File: config.mk
export PLATFORM = sky130hd
export DESIGN_NAME = activation_unit
export DESIGN_NICKNAME = d
export VERILOG_FILES = /design/src/rtl/act_pkg.sv /design/src/rtl/pla_sigmoid_core.sv /design/src/rtl/activation_unit.sv
export SDC_FILE = /design/constraint.sdc
export NUM_CORES = 1
export LEC_CHECK = 0
export ABC_CLOCK_PERIOD_IN_PS = 2750
export BUFFER_PORTS_ARGS = -buffer_cell sky130_fd_sc_hd__buf_2
export CORE_ASPECT_RATIO = 0.7
export CORE_UTILIZATION = 40
export CTS_CLUSTER_DIAMETER = 120
export DETAILED_ROUTE_END_ITERATION = 6
export PLACE_DENSITY = 0.68
export RECOVER_POWER = 100
export SLEW_MARGIN = 20
export SYNTH_ARGS = -nofsm -noshare
export SYNTH_HDL_FRONTEND = slang
export SYNTH_SLANG_ARGS = --single-unit
File: constraint.sdc
create_clock -name clk -period 2.75 [get_ports clk]
set_input_delay 0.55 -clock clk [delete_from_list [all_inputs] [get_ports clk]]
set_output_delay 0.55 -clock clk [all_outputs]
set_load 0.05 [all_outputs]
File: src/rtl/act_pkg.sv
// Shared encodings and Q8.8 constants for the activation unit.
package act_pkg;

  // Function select encoding on activate_ctrl
  typedef enum logic [1:0] {
    ACT_SIGMOID = 2'b00,
    ACT_TANH    = 2'b01,
    ACT_RELU    = 2'b10,
    ACT_IDENT   = 2'b11
  } act_fn_e;

  // One-hot-free 3-bit state encoding; every non-idle state lasts one cycle
  typedef enum logic [2:0] {
    ST_IDLE = 3'd0,
    ST_PREP = 3'd1,
    ST_EVAL = 3'd2,
    ST_POST = 3'd3,
    ST_DONE = 3'd4
  } act_state_e;

  // Q8.8 constants (value * 256)
  localparam logic [15:0] ONE         = 16'h0100; // 1.0
  localparam logic [15:0] BP_5_0      = 16'h0500; // 5.0
  localparam logic [15:0] BP_2_375    = 16'h0260; // 2.375
  localparam logic [15:0] OFF_0_84375 = 16'h00D8; // 0.84375
  localparam logic [15:0] OFF_0_625   = 16'h00A0; // 0.625
  localparam logic [15:0] HALF        = 16'h0080; // 0.5

endpackage

File: src/rtl/pla_sigmoid_core.sv
// Piecewise-linear sigmoid on a non-negative magnitude: segment select plus
// a single shift and add, no multiplier. Shared by sigmoid and tanh.
module pla_sigmoid_core
  import act_pkg::*;
#(
  parameter int DATA_W = 16
) (
  input  logic [DATA_W-1:0] a,
  output logic [DATA_W-1:0] y
);

  // Pick the segment and form slope*a + offset with a right shift
  always_comb begin
    y = DATA_W'(ONE);
    if (a >= DATA_W'(BP_5_0)) begin
      y = DATA_W'(ONE);
    end else if (a >= DATA_W'(BP_2_375)) begin
      y = (a >> 5) + DATA_W'(OFF_0_84375);
    end else if (a >= DATA_W'(ONE)) begin
      y = (a >> 3) + DATA_W'(OFF_0_625);
    end else begin
      y = (a >> 2) + DATA_W'(HALF);
    end
  end

endmodule

File: src/rtl/activation_unit.sv
// Responder for the activation handshake: captures one Q8.8 operand, runs it
// through PREP/EVAL/POST/DONE (one cycle each) and pulses activate_ready.
module activation_unit
  import act_pkg::*;
#(
  parameter int DATA_W = 16,
  parameter int FRAC_W = 8
) (
  input  logic              clk,
  input  logic              rst,
  input  logic              act_valid,
  input  logic [DATA_W-1:0] activate_in,
  input  logic [1:0]        activate_ctrl,
  output logic              activate_ready,
  output logic [DATA_W-1:0] activate_out,
  output logic              act_busy
);

  localparam logic [DATA_W-1:0] MAX_POS = {1'b0, {(DATA_W-1){1'b1}}};
  localparam logic [DATA_W-1:0] MIN_NEG = {1'b1, {(DATA_W-1){1'b0}}};
  localparam logic [DATA_W-1:0] K_ONE   = DATA_W'(ONE);

  act_state_e        state_q, state_d;
  act_fn_e           fn_q, fn_d;
  logic [DATA_W-1:0] x_q, x_d;
  logic              sign_q, sign_d;
  logic [DATA_W-1:0] a_q, a_d;
  logic [DATA_W-1:0] y_q, y_d;
  logic [DATA_W-1:0] out_q, out_d;
  logic              ready_q, ready_d;
  logic              busy_q, busy_d;

  logic [DATA_W-1:0] core_y;
  logic [DATA_W-1:0] abs_x;
  logic [DATA_W-1:0] tanh_t;

  pla_sigmoid_core #(.DATA_W(DATA_W)) u_core (
    .a (a_q),
    .y (core_y)
  );

  // Saturating magnitude; -MIN_NEG does not fit so clamp to MAX_POS
  always_comb begin
    abs_x = x_q;
    if (x_q == MIN_NEG)        abs_x = MAX_POS;
    else if (x_q[DATA_W-1])    abs_x = -x_q;
  end

  // tanh(x) = 2*sigmoid(2x) - 1, result in [0, ONE] before sign
  always_comb begin
    tanh_t = (y_q << 1) - K_ONE;
  end

  // Next-state, datapath registers and registered handshake outputs
  always_comb begin
    state_d = state_q;
    fn_d    = fn_q;
    x_d     = x_q;
    sign_d  = sign_q;
    a_d     = a_q;
    y_d     = y_q;
    out_d   = out_q;
    case (state_q)
      ST_IDLE: begin
        if (act_valid) begin
          x_d     = activate_in;
          fn_d    = act_fn_e'(activate_ctrl);
          state_d = ST_PREP;
        end
      end
      ST_PREP: begin
        sign_d = x_q[DATA_W-1];
        a_d    = abs_x;
        if (fn_q == ACT_TANH) begin
          // a <= MAX_POS, so a doubling overflows iff bit DATA_W-2 is set
          a_d = abs_x[DATA_W-2] ? MAX_POS : (abs_x << 1);
        end
        state_d = ST_EVAL;
      end
      ST_EVAL: begin
        y_d     = core_y;
        state_d = ST_POST;
      end
      ST_POST: begin
        case (fn_q)
          ACT_SIGMOID: out_d = sign_q ? (K_ONE - y_q) : y_q;
          ACT_TANH:    out_d = sign_q ? -tanh_t : tanh_t;
          ACT_RELU:    out_d = sign_q ? '0 : x_q;
          default:     out_d = x_q;
        endcase
        state_d = ST_POST == ST_POST ? ST_DONE : ST_DONE;
      end
      ST_DONE: begin
        state_d = ST_IDLE;
      end
      default: begin
        state_d = ST_IDLE;
      end
    endcase
    busy_d  = (state_d != ST_IDLE);
    ready_d = (state_q == ST_DONE);
  end

  // State and datapath registers; synchronous reset aborts any operation
  always_ff @(posedge clk) begin
    if (rst) begin
      state_q <= ST_IDLE;
      fn_q    <= ACT_SIGMOID;
      x_q     <= '0;
      sign_q  <= 1'b0;
      a_q     <= '0;
      y_q     <= '0;
      out_q   <= '0;
      ready_q <= 1'b0;
      busy_q  <= 1'b0;
    end else begin
      state_q <= state_d;
      fn_q    <= fn_d;
      x_q     <= x_d;
      sign_q  <= sign_d;
      a_q     <= a_d;
      y_q     <= y_d;
      out_q   <= out_d;
      ready_q <= ready_d;
      busy_q  <= busy_d;
    end
  end

  assign activate_ready = ready_q;
  assign activate_out   = out_q;
  assign act_busy       = busy_q;

  // FRAC_W documents the Q format; the constants above are fixed Q8.8
  logic unused_frac;
  assign unused_frac = (FRAC_W == 8);

endmodule

== Word-level counts from Yosys, hierarchy flattened ==
Index checks and enable logic that the tools add are counted.

* Add/subtract/negate cells: 7
* Multiply operators: 0
* Div/mod/pow operators: 0
* $lt $le $gt $ge: 3
* Equality and inequality tests: 7
* Shift operators: 0
* Multiplexer cells: 13
* Bitwise logic cells: 0
* Reductions and logical operators: 4

{| class="wikitable"
|+ Operators with widths
! kind !! number
|-
| 2-to-1 mux 16 bit || 9
|-
| case mux 16 bit (3 select lines) || 1
|-
| negation 16 bit || 2
|-
| == test 16 bit, second input constant || 1
|-
| >= comparator 16 x 10 -> 1 bit, second input constant || 1
|-
| >= comparator 16 x 11 -> 1 bit, second input constant || 1
|-
| >= comparator 16 x 9 -> 1 bit, second input constant || 1
|-
| subtractor 16 x 9 -> 16 bit, second input constant || 1
|-
| subtractor 9 x 16 -> 16 bit, first input constant || 1
|-
| adder 14 x 8 -> 15 bit, second input constant || 1
|-
| 2-to-1 mux 15 bit || 1
|-
| adder 13 x 8 -> 14 bit, second input constant || 1
|-
| adder 11 x 8 -> 12 bit, second input constant || 1
|-
| case mux 3 bit (4 select lines) || 1
|-
| == test 3 x 2 -> 1 bit, second input constant || 2
|-
| == test 3 x 1 -> 1 bit, second input constant || 1
|-
| == test 3 bit, second input constant || 1
|-
| zero test 3 bit || 1
|-
| 2-to-1 mux 3 bit || 1
|-
| nonzero test 3 bit || 1
|-
| == test 2 x 1 -> 1 bit, second input constant || 1
|-
| == test 2 bit, second input constant || 1
|-
| zero test 2 bit || 1
|-
| AND reduction 2 bit || 1
|}

* Register bits: 72
* Bits in latches: 0
* RAM bits: 0
* Memory bits (read-only): 0
* Input port bits: 21
* Output and inout port bits: 18
* Memories kept: 0

== Depth between registers and ports, before layout ==
* Depth after elaboration: 5
* Gate-level depth with buffers: 10

== Modules after synthesis ==
Synthesis repeated with hierarchy kept, for this count alone.

* Cell total of the unflattened synthesis: 620
* Area, all modules: 4,690.7 sq um

{| class="wikitable"
|+ Modules (own cells, without submodules)
! module !! instances !! cells each !! area an instance (sq um) !! seq. area each (sq um)
|-
| activation_unit || 1 || 545 || 4,151.5 || 1,441.4
|-
| pla_sigmoid_core || 1 || 75 || 539.3 || 0.0
|}

== Worst setup path before layout ==
No wires, ideal clock.

* Path kind: register to register
* Start point: register x_q[7]
* End point: register a_q[14]
* Data arrival time: 2,170 ps
* Required time: 2,677 ps
* Path slack: 507 ps
* Cell stages (with the launch flop): 8
* Period minus slack after synthesis: 2,243 ps
* Cells stage by stage: dfxtp_1 > or4_1 > buf_6 > or4_1 > o21ai_1 > a21oi_1 > o311a_1 > nor3_2

* Cells in the longest elaborated chain, start to end: 5
* Elaborated cells between the ends (all ways): 6
* Those cells by class: add/sub: 1; eq/ne: 1; mux: 4

{| class="wikitable"
|+ Ends and longest elaborated chain
! what !! RTL line !! RTL
|-
| from (decl) || activation_unit.sv:25 || <nowiki>logic [DATA_W-1:0] x_q, x_d;</nowiki>
|-
| from (signal assigned) || activation_unit.sv:109 || <nowiki>x_q <= '0;</nowiki>
|-
| from (signal assigned) || activation_unit.sv:119 || <nowiki>x_q <= x_d;</nowiki>
|-
| negation 16 bit || activation_unit.sv:46 || <nowiki>else if (x_q[DATA_W-1]) abs_x = -x_q;</nowiki>
|-
| 2-to-1 mux 16 bit || activation_unit.sv:46 ||
|-
| 2-to-1 mux 16 bit * || activation_unit.sv:45 || <nowiki>if (x_q == MIN_NEG) abs_x = MAX_POS;</nowiki>
|-
| 2-to-1 mux 15 bit || activation_unit.sv:76 || <nowiki>a_d = abs_x[DATA_W-2] ? MAX_POS : (abs_x << 1);</nowiki>
|-
| 2-to-1 mux 16 bit * || activation_unit.sv:74 || <nowiki>if (fn_q == ACT_TANH) begin</nowiki>
|-
| to (signal assigned) || activation_unit.sv:111 || <nowiki>a_q <= '0;</nowiki>
|-
| to (signal assigned) || activation_unit.sv:121 || <nowiki>a_q <= a_d;</nowiki>
|-
| to (decl) || activation_unit.sv:27 || <nowiki>logic [DATA_W-1:0] a_q, a_d;</nowiki>
|}

Every way passes the cells marked *; elsewhere a longest branch is shown, timed or not.
A chain may end at the register's enable or synchronous reset.

== Worst setup path in the final report ==
* Start point: register x_q[7]
* End point: register a_q[13]

The elaborated chain is that of the path after synthesis.

==> impl_metrics.ini <==
[outcome]
status = finished clean

[finish]
fill_cells = 1089
areaGrowthSynthToFinish_pct = 13.4
final_nets = 643
drive_above_1_share = 0.127
multiInputGateArea_sq_um = 2830
final_area_sq_um = 5160
final_util = 0.467
finalNonFillerCells = 768
n_antenna_cell = 0
seqCellArea_sq_um = 1420

[pwr]
ir_worst_vdd_mv = 0.430
p_leak_nw = 1.95
finalPower_mw = 3.80
pwr-share-clk = 0.333
p_seq_frac = 0.327
powerDensity_nw_per_um2 = 738
p_switching_mw = 1.40
combPwrFrac = 0.340
p_int_mw = 2.40
switching_share = 0.368

[sta]
hold_viol_final = 0
fin_crit_sh = 0.927
worst_slew_pin_slew_ns = 1.21
rsz0062_at_grt = false
fin_tns_setup_ns = 0
setup_slack_ns = 0.202
max_freq_mhz = 392
clock_skew_ns = 0.00764
slew_headroom = 0.196
setup_viol = 0
fin_hold_ws_ns = 0.440
drv_slew = 0
min_period_ns = 2.55

[clock_tree]
ctsHoldBuffers = 0
clk_transition_reported_paths_ns = 0.06
clk_path_buf_depth = 2
htree_levels = 3
cts_made_buffers = 9
clock_latency_ns = 0.34
cts_tree = built
cts_root_buffer = clkbuf_16
clock_sink_count = 71

[floorplan]
io_pins = 39
start_util = 0.412
coreArea_sq_um = 11100
rows = 32
die_h_um = 91.2
die_area_sq_um = 11800
die-width_um = 129

[worst_setup_path]
cpPeakStageDelay_ns = 0.73
worst_setup_path_end_kind = flop
crit_end = a_q[13]
criticalPathCategory = flop to flop
slowest_stage = or4_1
crit_top_cell = a21oi_1
cp.required_ns = 3.02
cp-start-kind = flop
rrSetupSlack_ns = 0.20
crit_arrival_ns = 2.82
crit_start = x_q[7]
worstReg2RegEnd = a_q[13]
reg2reg_from = x_q[7]
cp_max_fo = 10
r2r_cells = 6
crit_chain = or4_1, nor4_1, a21oi_1, a221oi_1, a21oi_1, nor2_1

[place]
dp_hpwl_mm = 9.59
place_inst = 752
dpl_cell_area_sq_um = 4850
io_buffers = 38
place_ws_ns = 0.111
routabilityCongestion = 0.935

[route]
viasPerCell = 5.85
finalWirelength_mm = 13.0
wl_per_cell_um = 16.9
drt-met1-wl_mm = 6.35
top_layer = met4
wl_met2_mm = 5.41
drtPass1Iterations = 6
drc = 0
ant_nets = 0
vias = 4491
wl_met3_mm = 1.03
drtIter0Drc = 550

[yosys]
synth_area_leaders = dfxtp_1, nand2_1, a21oi_1, xnor2_1, nor2_1
synth_area_per_cell_sq_um = 7.77
ys_top_cells_by_count = nand2_1, dfxtp_1, nor2_1
synth.most_common_cell = nand2_1
netlist_instances = 585
synth_edf_count = 0
syn-num-nets = 618
ys_async_sr_fraction = 0
ys_ff_latch = 71
yosysSeqAreaShare = 0.313
yosysTopAreaCell = dfxtp_1
yosysWarnings = 0
syn_area_sq_um = 4550
ys_types = 65
yosys.area.top_type_share = 0.313
ys.flop_type = dfxtp_1

[global_routing]
grt_pass1_wl_mm = 20.9
antenna_found_initial = 0
grt_pass1_vias = 4093
grt_overflow = 0
grt_usage = 0.230
grt_max_degree = 40

[hold_path]
hold_path_startpoint = activate_ctrl[0]
hp-class = input port to flop

[flow_run]
drv_cap = 0
-- sequential cells by signal (all words and copies together), names as in the netlist --
| register | count |
|---|---|
| activate_ready | 1 |
| fn_q | 2 |
| a_q | 16 |
| x_q | 16 |
| state_q | 3 |
| act_busy | 1 |
| activate_out | 16 |
| y_q | 15 |
| sign_q | 1 |
-- worst max-delay path, delay by kind of cell (launching register included) --
family           cells  cell delay [ns]
AND/OR/NAND/NOR      3             1.28
flip-flops           1             0.38
AO/OA/AOI/OAI        3             0.80
-- area by class of cell --
type,instances,area share
multi-input cells,453,0.549
flip-flops and latches,71,0.276
repair buffers,61,0.0653
clock buffers,9,0.0437
well taps,153,0.0371
clock inverters,7,0.0189
inverters,14,0.0102
-- routing by layer --
| layer | up-vias | GRT usage |
|---|---|---|
| met4 | 0 | 0.0795 |
| met3 | 24 | 0.0695 |
| met2 | 182 | 0.321 |
| met1 | 2125 | 0.329 |
| met5 | - | 0 |
| li1 | 2160 | - |
-- power groups by stage --
| stage | sequential (mW) | clock [mW] | combinational [mW] |
|---|---|---|---|
| floorplan | 1.26 | 0 | 0.967 |
| global placement | 1.26 | 0 | 1.24 |
| detailed placement | 1.26 | 0 | 1.26 |
| CTS | 1.24 | 1.28 | 1.27 |
| global route | 1.25 | 1.33 | 1.42 |
| finish | 1.24 | 1.27 | 1.29 |
-- cell usage in the layout, fill, tap and decap left out, types with 8 or more instances in the layout --
cell,synthesis,layout
a21oi_1,52,52
a211oi_1,8,8
o31ai_1,9,9
nand2_1,87,87
ha_1,12,12
a221oi_1,14,14
clkbuf_16,0,9
inv_1,14,14
xnor2_1,26,26
xor2_1,15,15
buf_4,0,22
nor2_1,55,55
nor3_1,21,20
buf_2,0,19
mux2i_1,9,9
clkbuf_1,38,19
dfxtp_1,71,71
o21ai_0,31,32
-- worst min-delay path by stage --
stage / endpoint / slack [ns] / depth (start not counted)
5_1_grt: x_q[8] / 0.46 / 3
4_1_cts: fn_q[0] / 0.43 / 3
3_3_place_gp: a_q[15] / 0.45 / 2
6_report: fn_q[0] / 0.44 / 3
3_5_place_dp: a_q[15] / 0.45 / 2
2_1_floorplan: a_q[15] / 0.43 / 2
-- timing repair --
item | in CTS | in global routing
endpoints found under the hold margin | 0 | 0
setup buffers | 0 | 0
setup endpoints to repair | 0 | 1
gates resized for setup | 0 | 2
-- logic make-up (layout without fill, tap and decap cells) --
family / Yosys count / count (layout) / share of synthesized area
and+or+nand+nor: 226 / 226 / 0.240
AOI/OAI and AO/OA: 160 / 160 / 0.235
DFF: 71 / 71 / 0.313
buffers and inverters: 61 / 91 / 0.0688
xor gates and xnor gates: 41 / 41 / 0.0790
muxes: 14 / 14 / 0.0322
adders and majority gates: 12 / 12 / 0.0330
(Power assumes the default switching activity.)
